==> config.mk <==
export PLATFORM = sky130hd
export DESIGN_NAME = dhcp_opt_parser
export DESIGN_NICKNAME = d
export VERILOG_FILES = /design/src/rtl/dhcp_opt_parser.sv
export SDC_FILE = /design/constraint.sdc
export NUM_CORES = 1
export LEC_CHECK = 0
export ABC_CLOCK_PERIOD_IN_PS = 22400
export BUFFER_PORTS_ARGS = -buffer_cell sky130_fd_sc_hd__buf_2
export CAP_MARGIN = 20
export CORE_MARGIN = 2
export CORE_UTILIZATION = 40
export DETAILED_ROUTE_END_ITERATION = 10
export PLACE_DENSITY = 0.63
export SYNTH_ARGS = -nofsm -noshare
export SYNTH_HDL_FRONTEND = slang
export SYNTH_SLANG_ARGS = --single-unit
export TNS_END_PERCENT = 1
==> constraint.sdc <==
create_clock -name clk -period 22.4 [get_ports clk]
set_input_delay 1.12 -clock clk [delete_from_list [all_inputs] [get_ports clk]]
set_output_delay 1.12 -clock clk [all_outputs]
set_load 0.1 [all_outputs]
==> src/rtl/dhcp_opt_parser.sv <==
// DHCP reply parser: consumes a UDP payload one byte per valid cycle, checks
// the BOOTP header against the expected transaction and the local hardware
// address, walks the option list and reports accept (val) or reject (err)
// one cycle after the last byte.
//
// Ports
//   clk        rising-edge clock
//   rst        asynchronous active-high reset
//   din/vin    payload byte and its qualifier (op byte first)
//   eof        marks the last payload byte (only meaningful with vin)
//   exp_xid    expected transaction ID, sampled on the frame's first byte
//   val/err    one-cycle accept / reject pulses
//   msg_type, yiaddr, server_id, subnet, router, lease, dns
//              field outputs, updated together with val and held otherwise
module dhcp_opt_parser #(
    parameter logic [47:0] MAC_ADDR = 48'h0,
    parameter int          VERBOSE  = 0
) (
    input  logic        clk,
    input  logic        rst,
    input  logic [7:0]  din,
    input  logic        vin,
    input  logic        eof,
    input  logic [31:0] exp_xid,
    output logic        val,
    output logic        err,
    output logic [7:0]  msg_type,
    output logic [31:0] yiaddr,
    output logic [31:0] server_id,
    output logic [31:0] subnet,
    output logic [31:0] router,
    output logic [31:0] lease,
    output logic [31:0] dns
);

    localparam logic [31:0] MAGIC = 32'h63825363;

    // Hook for simulation-only messages; carries no hardware.
    if (VERBOSE != 0) begin : g_verbose
    end

    typedef enum logic [2:0] {
        S_IDLE, S_HDR, S_OPT_CODE, S_OPT_LEN, S_OPT_DATA, S_SKIP
    } state_t;

    state_t      state_q;
    logic [8:0]  ctr_q;        // index of the header byte being consumed
    logic [7:0]  code_q;       // option being walked
    logic [7:0]  len_q;        // its length
    logic [7:0]  idx_q;        // data byte index within the option
    logic [31:0] xid_q;
    logic        err_flag_q;
    logic        end_seen_q;
    logic        msg_seen_q;

    logic [7:0]  msg_type_s_q;
    logic [31:0] yiaddr_s_q, server_id_s_q, subnet_s_q, router_s_q, lease_s_q, dns_s_q;

    // Expected value of the current header byte, if that byte is checked.
    logic       chk_en_d;
    logic [7:0] chk_byte_d;

    always_comb begin
        chk_en_d   = 1'b1;
        chk_byte_d = 8'h00;
        case (ctr_q)
            9'd1:    chk_byte_d = 8'h01;
            9'd2:    chk_byte_d = 8'h06;
            9'd4:    chk_byte_d = xid_q[31:24];
            9'd5:    chk_byte_d = xid_q[23:16];
            9'd6:    chk_byte_d = xid_q[15:8];
            9'd7:    chk_byte_d = xid_q[7:0];
            9'd28:   chk_byte_d = MAC_ADDR[47:40];
            9'd29:   chk_byte_d = MAC_ADDR[39:32];
            9'd30:   chk_byte_d = MAC_ADDR[31:24];
            9'd31:   chk_byte_d = MAC_ADDR[23:16];
            9'd32:   chk_byte_d = MAC_ADDR[15:8];
            9'd33:   chk_byte_d = MAC_ADDR[7:0];
            9'd236:  chk_byte_d = MAGIC[31:24];
            9'd237:  chk_byte_d = MAGIC[23:16];
            9'd238:  chk_byte_d = MAGIC[15:8];
            9'd239:  chk_byte_d = MAGIC[7:0];
            default: chk_en_d   = 1'b0;
        endcase
    end

    logic addr_opt_d, len_bad_d, bad_now_d, end_now_d, accept_d, in_yi_d;

    assign addr_opt_d = (code_q == 8'd1) || (code_q == 8'd3) || (code_q == 8'd6) ||
                        (code_q == 8'd51) || (code_q == 8'd54);
    assign len_bad_d  = (addr_opt_d && (din < 8'd4)) || ((code_q == 8'd53) && (din == 8'd0));
    assign bad_now_d  = ((state_q == S_IDLE) && (din != 8'h02)) ||
                        ((state_q == S_HDR) && chk_en_d && (din != chk_byte_d)) ||
                        ((state_q == S_OPT_LEN) && len_bad_d);
    assign end_now_d  = (state_q == S_OPT_CODE) && (din == 8'hFF);
    // Flags are combined with this byte's own contribution so that eof on the
    // end option itself is accepted. A frame ending in IDLE/HDR is short.
    assign accept_d   = !(err_flag_q || bad_now_d) && (end_seen_q || end_now_d) && msg_seen_q &&
                        (state_q != S_IDLE) && (state_q != S_HDR);
    assign in_yi_d    = (ctr_q >= 9'd16) && (ctr_q <= 9'd19);

    always_ff @(posedge clk or posedge rst) begin
        if (rst) begin
            state_q       <= S_IDLE;
            ctr_q         <= '0;
            code_q        <= '0;
            len_q         <= '0;
            idx_q         <= '0;
            xid_q         <= '0;
            err_flag_q    <= 1'b0;
            end_seen_q    <= 1'b0;
            msg_seen_q    <= 1'b0;
            msg_type_s_q  <= '0;
            yiaddr_s_q    <= '0;
            server_id_s_q <= '0;
            subnet_s_q    <= '0;
            router_s_q    <= '0;
            lease_s_q     <= '0;
            dns_s_q       <= '0;
            val           <= 1'b0;
            err           <= 1'b0;
            msg_type      <= '0;
            yiaddr        <= '0;
            server_id     <= '0;
            subnet        <= '0;
            router        <= '0;
            lease         <= '0;
            dns           <= '0;
        end else begin
            val <= 1'b0;
            err <= 1'b0;
            if (vin) begin
                case (state_q)
                    S_IDLE: begin
                        // Frame start: byte 0 is consumed here.
                        xid_q         <= exp_xid;
                        ctr_q         <= 9'd1;
                        end_seen_q    <= 1'b0;
                        msg_seen_q    <= 1'b0;
                        msg_type_s_q  <= '0;
                        yiaddr_s_q    <= '0;
                        server_id_s_q <= '0;
                        subnet_s_q    <= '0;
                        router_s_q    <= '0;
                        lease_s_q     <= '0;
                        dns_s_q       <= '0;
                        err_flag_q    <= bad_now_d;
                        state_q       <= bad_now_d ? S_SKIP : S_HDR;
                    end
                    S_HDR: begin
                        ctr_q <= ctr_q + 9'd1;
                        if (in_yi_d) yiaddr_s_q <= {yiaddr_s_q[23:0], din};
                        if (bad_now_d) begin
                            err_flag_q <= 1'b1;
                            state_q    <= S_SKIP;
                        end else if (ctr_q == 9'd239) begin
                            state_q <= S_OPT_CODE;
                        end
                    end
                    S_OPT_CODE: begin
                        if (din == 8'hFF) begin
                            end_seen_q <= 1'b1;
                            state_q    <= S_SKIP;
                        end else if (din != 8'h00) begin
                            code_q  <= din;
                            state_q <= S_OPT_LEN;
                        end
                    end
                    S_OPT_LEN: begin
                        if (len_bad_d) begin
                            err_flag_q <= 1'b1;
                            state_q    <= S_SKIP;
                        end else if (din == 8'd0) begin
                            state_q <= S_OPT_CODE;
                        end else begin
                            len_q   <= din;
                            idx_q   <= '0;
                            state_q <= S_OPT_DATA;
                        end
                    end
                    S_OPT_DATA: begin
                        if ((code_q == 8'd53) && (idx_q == 8'd0)) begin
                            msg_type_s_q <= din;
                            msg_seen_q   <= 1'b1;
                        end
                        // Address-like options keep only their first four bytes.
                        if (idx_q < 8'd4) begin
                            case (code_q)
                                8'd1:    subnet_s_q    <= {subnet_s_q[23:0], din};
                                8'd3:    router_s_q    <= {router_s_q[23:0], din};
                                8'd6:    dns_s_q       <= {dns_s_q[23:0], din};
                                8'd51:   lease_s_q     <= {lease_s_q[23:0], din};
                                8'd54:   server_id_s_q <= {server_id_s_q[23:0], din};
                                default: ;
                            endcase
                        end
                        idx_q <= idx_q + 8'd1;
                        if ((idx_q + 8'd1) == len_q) state_q <= S_OPT_CODE;
                    end
                    default: ; // S_SKIP: absorb until eof
                endcase

                if (eof) begin
                    state_q <= S_IDLE;
                    val     <= accept_d;
                    err     <= !accept_d;
                    if (accept_d) begin
                        msg_type  <= msg_type_s_q;
                        yiaddr    <= yiaddr_s_q;
                        server_id <= server_id_s_q;
                        subnet    <= subnet_s_q;
                        router    <= router_s_q;
                        lease     <= lease_s_q;
                        dns       <= dns_s_q;
                    end
                end
            end
        end
    end

endmodule

# After elaboration in Yosys (flattened, before gate mapping)
# Cells that the tools add are included.
# totals
register_bits	473
input_bits	44
out_inout_bits	202
wordCells	180
# classes
n_addsub	2
order_cmp	4
eq_ne	47
n_mux	46
bitwise_logic	3
reduce_logical	53
# op_table
op	count
$pmux 32 s2	6
$mux 32	11
$pmux 8 s9	1
$eq 9x3->1 const B	4
$eq 9x5->1 const B	4
$eq 9x8->1 const B	4
$reduce_and 4->1	9
$pmux 8 s2	2
$mux 3	9
$eq 8x6->1 const B	3
$mux 8	3
$ne 2x2->1 const B	12
$eq 9x6->1 const B	2
$pmux 9 s2	1
$logic_not 8->1	2
$lt 8x3->1 const B	2
$reduce_or 16->1	1
$pmux 3 s5	1
$logic_and 1x1->1	13
$reduce_and 3->1	4
$add 9x1->9 const B	1
$eq 9x1->1 const B	1
$eq 9x2->1 const B	1
$ge 9x5->1 const B	1
other kinds (31)	57

# Depth between registers and ports, before layout
# logic_depth
depth_word	18
ltp_mapped	12
depth_no_buf	10

# Worst setup path after synthesis
# OpenSTA, ideal clock, no wires.
# synth_path
path_type	input to register
from	input din[4]
to	register dns[0]
t_arrival_ns	3.160
required_ns	22.272
setup_slack_ns	19.112
path_stages	10
path_buffers	3
path_cell_list	buf_2 > nor4_1 > nand2_1 > o32ai_4 > a21boi_2 > o2111ai_2 > or2_2 > buf_6 > buf_6 > mux2_1
# synth_via
elab_chain_cells	12
elab_cells_between_ends	22
cone_classes	order compare (1); eq/ne (3); reduce/logical (18)
# synth_rtl
element	line	rtl
start: declaration	21	input logic [7:0] din,
$lt 8x3->1 or $logic_not 8->1 (tied branches)	91	assign len_bad_d = (addr_opt_d && (din < 8'd4)) || ((code_q == 8'd53) && (din == 8'd0));
$logic_and 1x1->1	91	
$logic_or 1x1->1	91	
$logic_and 1x1->1	94	((state_q == S_OPT_LEN) && len_bad_d);
$logic_or 1x1->1	93	((state_q == S_HDR) && chk_en_d && (din != chk_byte_d)) ||
$logic_or 1x1->1	98	assign accept_d = !(err_flag_q || bad_now_d) && (end_seen_q || end_now_d) && msg_seen_q &&
$logic_not 1->1	98	
$logic_and 1x1->1 * (3 in a row)	98	
$logic_and 1x1->1 *	99	(state_q != S_IDLE) && (state_q != S_HDR);
$reduce_and 3->1 (no source line) *	-	
end signal: assignment	214	dns <= dns_s_q;
end: declaration	33	output logic [31:0] dns
# Every way passes the cells marked *; elsewhere a longest branch is shown, timed or not.
# A chain may end at the register's enable or synchronous reset.

# Worst setup path in the final report
# Ends and elaborated chain as after synthesis.

==> results.txt <==
Mapped Nets: 1,705
largest driver fanout on the critical path: 72
post-route setup TNS: 0 ns
power density relative to cell area: 106 nW/um^2
number of global-route vias before repair: 12,400
setup violators final: 0
Initial Utilization: 40.2%
Longest Clk Path Bufs: 3
worst min path class: flip-flop to flip-flop
post-layout net count: 1,915
final std cells w/o fill: 2,517
Post-synth EDFFs: 0
cell type with the highest aggregate area in the netlist: dfrtp_1
total count of hold-check failures in the final report: 0
global-route wire length before repair: 71,100 microns
final cycle utilization of the critical path: 21.1%
number of DRC violations after detailed routing: 0
share of async-settable or async-resettable flops after synthesis: 100%
worst slack at placement: 16.53 ns
number of buffers inserted for hold repair after clock tree synthesis: 0
Clock Skew: 0.0152 ns
placed cell count: 2,423
total global routing overflow: 0
number of antenna violations at the first check in global routing: 2
minimum setup slack in the final design: 17.68 ns
clock period minus final worst setup slack: 4.72 ns
Mapped Area: 19,100 sq um
fill count: 4,373
largest net degree at the start of global routing: 129
cells after synthesis: 1,655
number of placement rows: 80
Clock Pin Slew Worst Setup and Hold Paths: 0.06 ns
number of placed I/O pins: 246
overall via count from detail_route: 12,700
sink count of the clock tree: 473
share of cells above drive strength 1: 19.9%
Area growth, synth to finish: 17.2%
root buffer selected by CTS: clkbuf_16
relative slew slack: 28.7%
average instance area after synthesis: 11.5 sq um
Initial DRT Pass Iterations: 7
Crit. End Element: flip-flop
post-route ant nets: 0
most used flip-flop cell after synthesis: dfrtp_1
Die X-Extent: 222 microns
crit path launch type: input port
overall routed net length: 44,700 microns
Vias/cell: 5.03
routed len/inst: 17.8 microns
flops & latches, synth: 473
CP Data Required Time: 22.84 ns
CTS tree: yes
postcts setup bufs: 0
top achievable clock speed: 212 MHz
placer's final routability congestion estimate: 0.841
RSZ-0062 raised after global routing: false
most area-consuming cells after synthesis: dfrtp_1, mux2_1, nand2_1
worst setup path class: input port to flip-flop
area of the die: 49,500 sq um
Port Buf Inserts: 245
leakage: 11.4 nW
post-synthesis sequential area ratio: 62.0%
distinct cell type count of the synthesized netlist: 61
slew at the pin closest to its max-slew limit: 1.06 ns
Worst Path Arrival: 5.16 ns
Slew Viols, Final: 0
clock latency on the worst-skew pair: 0.57 ns
count of instances resized after the clock tree is built: 0
total routing usage reported by global routing: 18.1%
max_cap viols: 0
peak supply drop: 0.0680 mV
Finished Cell Area: 22,400 sq um
half-perimeter wire length of the detailed placement result: 29,000 microns
Ys Warns: 0
drt initial violations: 953
total placed instance area: 20,600 sq um
outcome: complete, no violations
die height: 222 microns
Inserted Clock Buffers: 49
CTS H-tree depth: 2
share of Yosys cell area claimed by the top area cell type: 62.0%
smallest hold slack: 0.474 ns
placeable core region: 47,400 sq um
==> layout by cell type (no fill, tap or decap), types with 16 or more instances in the layout <==
cell / Yosys / routed
buf_2: 4 / 245
o21ai_0: 185 / 185
inv_1: 18 / 17
xnor2_1: 18 / 18
mux2_1: 192 / 192
nand3_1: 20 / 20
a22o_1: 38 / 38
nor2_1: 28 / 28
nand2_1: 422 / 418
clkbuf_16: 0 / 49
dfrtp_1: 473 / 473
mux2_2: 16 / 16
==> cell type report <==
type	instances	area (sq um)	share of cell area, %
Antenna cell	2	5.00	0.0224
Inverter	19	78.8	0.353
Clock inverter	16	150	0.672
Timing Repair Buffer	265	1470	6.56
Tap cell	615	769	3.44
Multi-Input combinational cell	1057	6630	29.7
Sequential cell	473	11800	52.9
Clock buffer	70	1420	6.33
==> where the power goes <==
group | switching, mW | total (mW) | internal, mW
combinational | 0.346 | 0.492 | 0.146
clock | 0.329 | 0.791 | 0.462
sequential | 0.103 | 1.08 | 0.979
==> per-layer routing <==
metal | up-vias | GRT usage, % | wire, microns
met1 | 6260 | 25.3 | 20800
met2 | 285 | 28.4 | 20600
li1 | 6045 | - | -
met3 | 78 | 3.53 | 1930
met5 | - | 0 | 0
met4 | 0 | 6.08 | 1340
==> flip-flops by register name (all words and copies together) (netlist names), 8 cells and up <==
| name | cells |
|---|---|
| dns | 32 |
| dns_s_q | 32 |
| lease | 32 |
| lease_s_q | 32 |
| router | 32 |
| router_s_q | 32 |
| server_id | 32 |
| server_id_s_q | 32 |
| subnet | 32 |
| subnet_s_q | 32 |
| xid_q | 32 |
| yiaddr | 32 |
| yiaddr_s_q | 32 |
| ctr_q | 9 |
| code_q | 8 |
| idx_q | 8 |
| len_q | 8 |
| msg_type | 8 |
| msg_type_s_q | 8 |
==> path summary, 6_finish.rpt <==
check	start	endpoint	slack, ns	cells after the start
setup / recovery	din[4]	dns[0]	17.68	10
hold / removal	lease_s_q[26]	lease_s_q[26]	0.47	2
setup reg to reg	code_q[7]	dns[0]	17.91	9
hold reg to reg	lease_s_q[26]	lease_s_q[26]	0.47	2
max in group asynchronous	rst	router_s_q[24]	18.59	5
min in group asynchronous	rst	dns[8]	0.72	2
==> cells by family after synthesis <==
kind of cell               count (synthesis)  synth area share (%)
AOI/OAI and AO/OA                        291                  9.35
xor gates and xnor gates                  26                  1.19
adders and majority gates                  6                 0.393
buffers and inverters                    125                  3.41
DFF                                      473                  62.0
muxes                                    208                  12.3
and+or+nand+nor                          526                  11.4
==> cells in the mapped netlist, types with 2 or more instances <==
library cell	instances
a21oi_1	12
nor2_1	28
nor4_2	2
nor3_1	16
and2_1	3
inv_1	18
o31ai_1	6
o21bai_1	2
and3_1	2
o21ai_1	8
o2bb2ai_1	2
xnor2_1	18
or2_2	2
a22oi_1	7
o211ai_1	3
a211oi_1	2
a41o_1	2
nand4bb_1	2
buf_1	2
nor4bb_1	2
ha_1	6
buf_2	4
or3_1	2
clkbuf_1	77
nor2b_1	4
o21ai_0	185
o41ai_1	2
nand2b_1	4
a222oi_1	2
o21a_1	2
nor3b_1	2
nand3_1	20
mux2_1	192
a22o_1	38
nand4_1	5
xor2_1	8
dfrtp_1	473
a21boi_1	2
buf_6	22
nand2_1	422
a31oi_1	2
a221oi_1	4
mux2_2	16
nor4_1	5
==> metrics by stage <==
stage / utilization, % / power [mW]
6_report: 47.1 / 2.36
5_1_grt: 47.1 / 2.50
4_1_cts: 46.8 / 2.37
3_5_place_dp: 43.5 / 1.57
3_3_place_gp: 43.5 / 1.56
2_1_floorplan: - / 1.42
==> worst max-delay path: stages <==
cell	delay, ns
buf_2	0.17
nor4_1	0.38
nand2_1	0.21
o32ai_4	0.37
a21boi_2	0.13
o2111ai_2	0.19
or2_4	0.46
buf_4	0.76
buf_4	0.83
mux2_1	0.39
(Power assumes the default switching activity.)
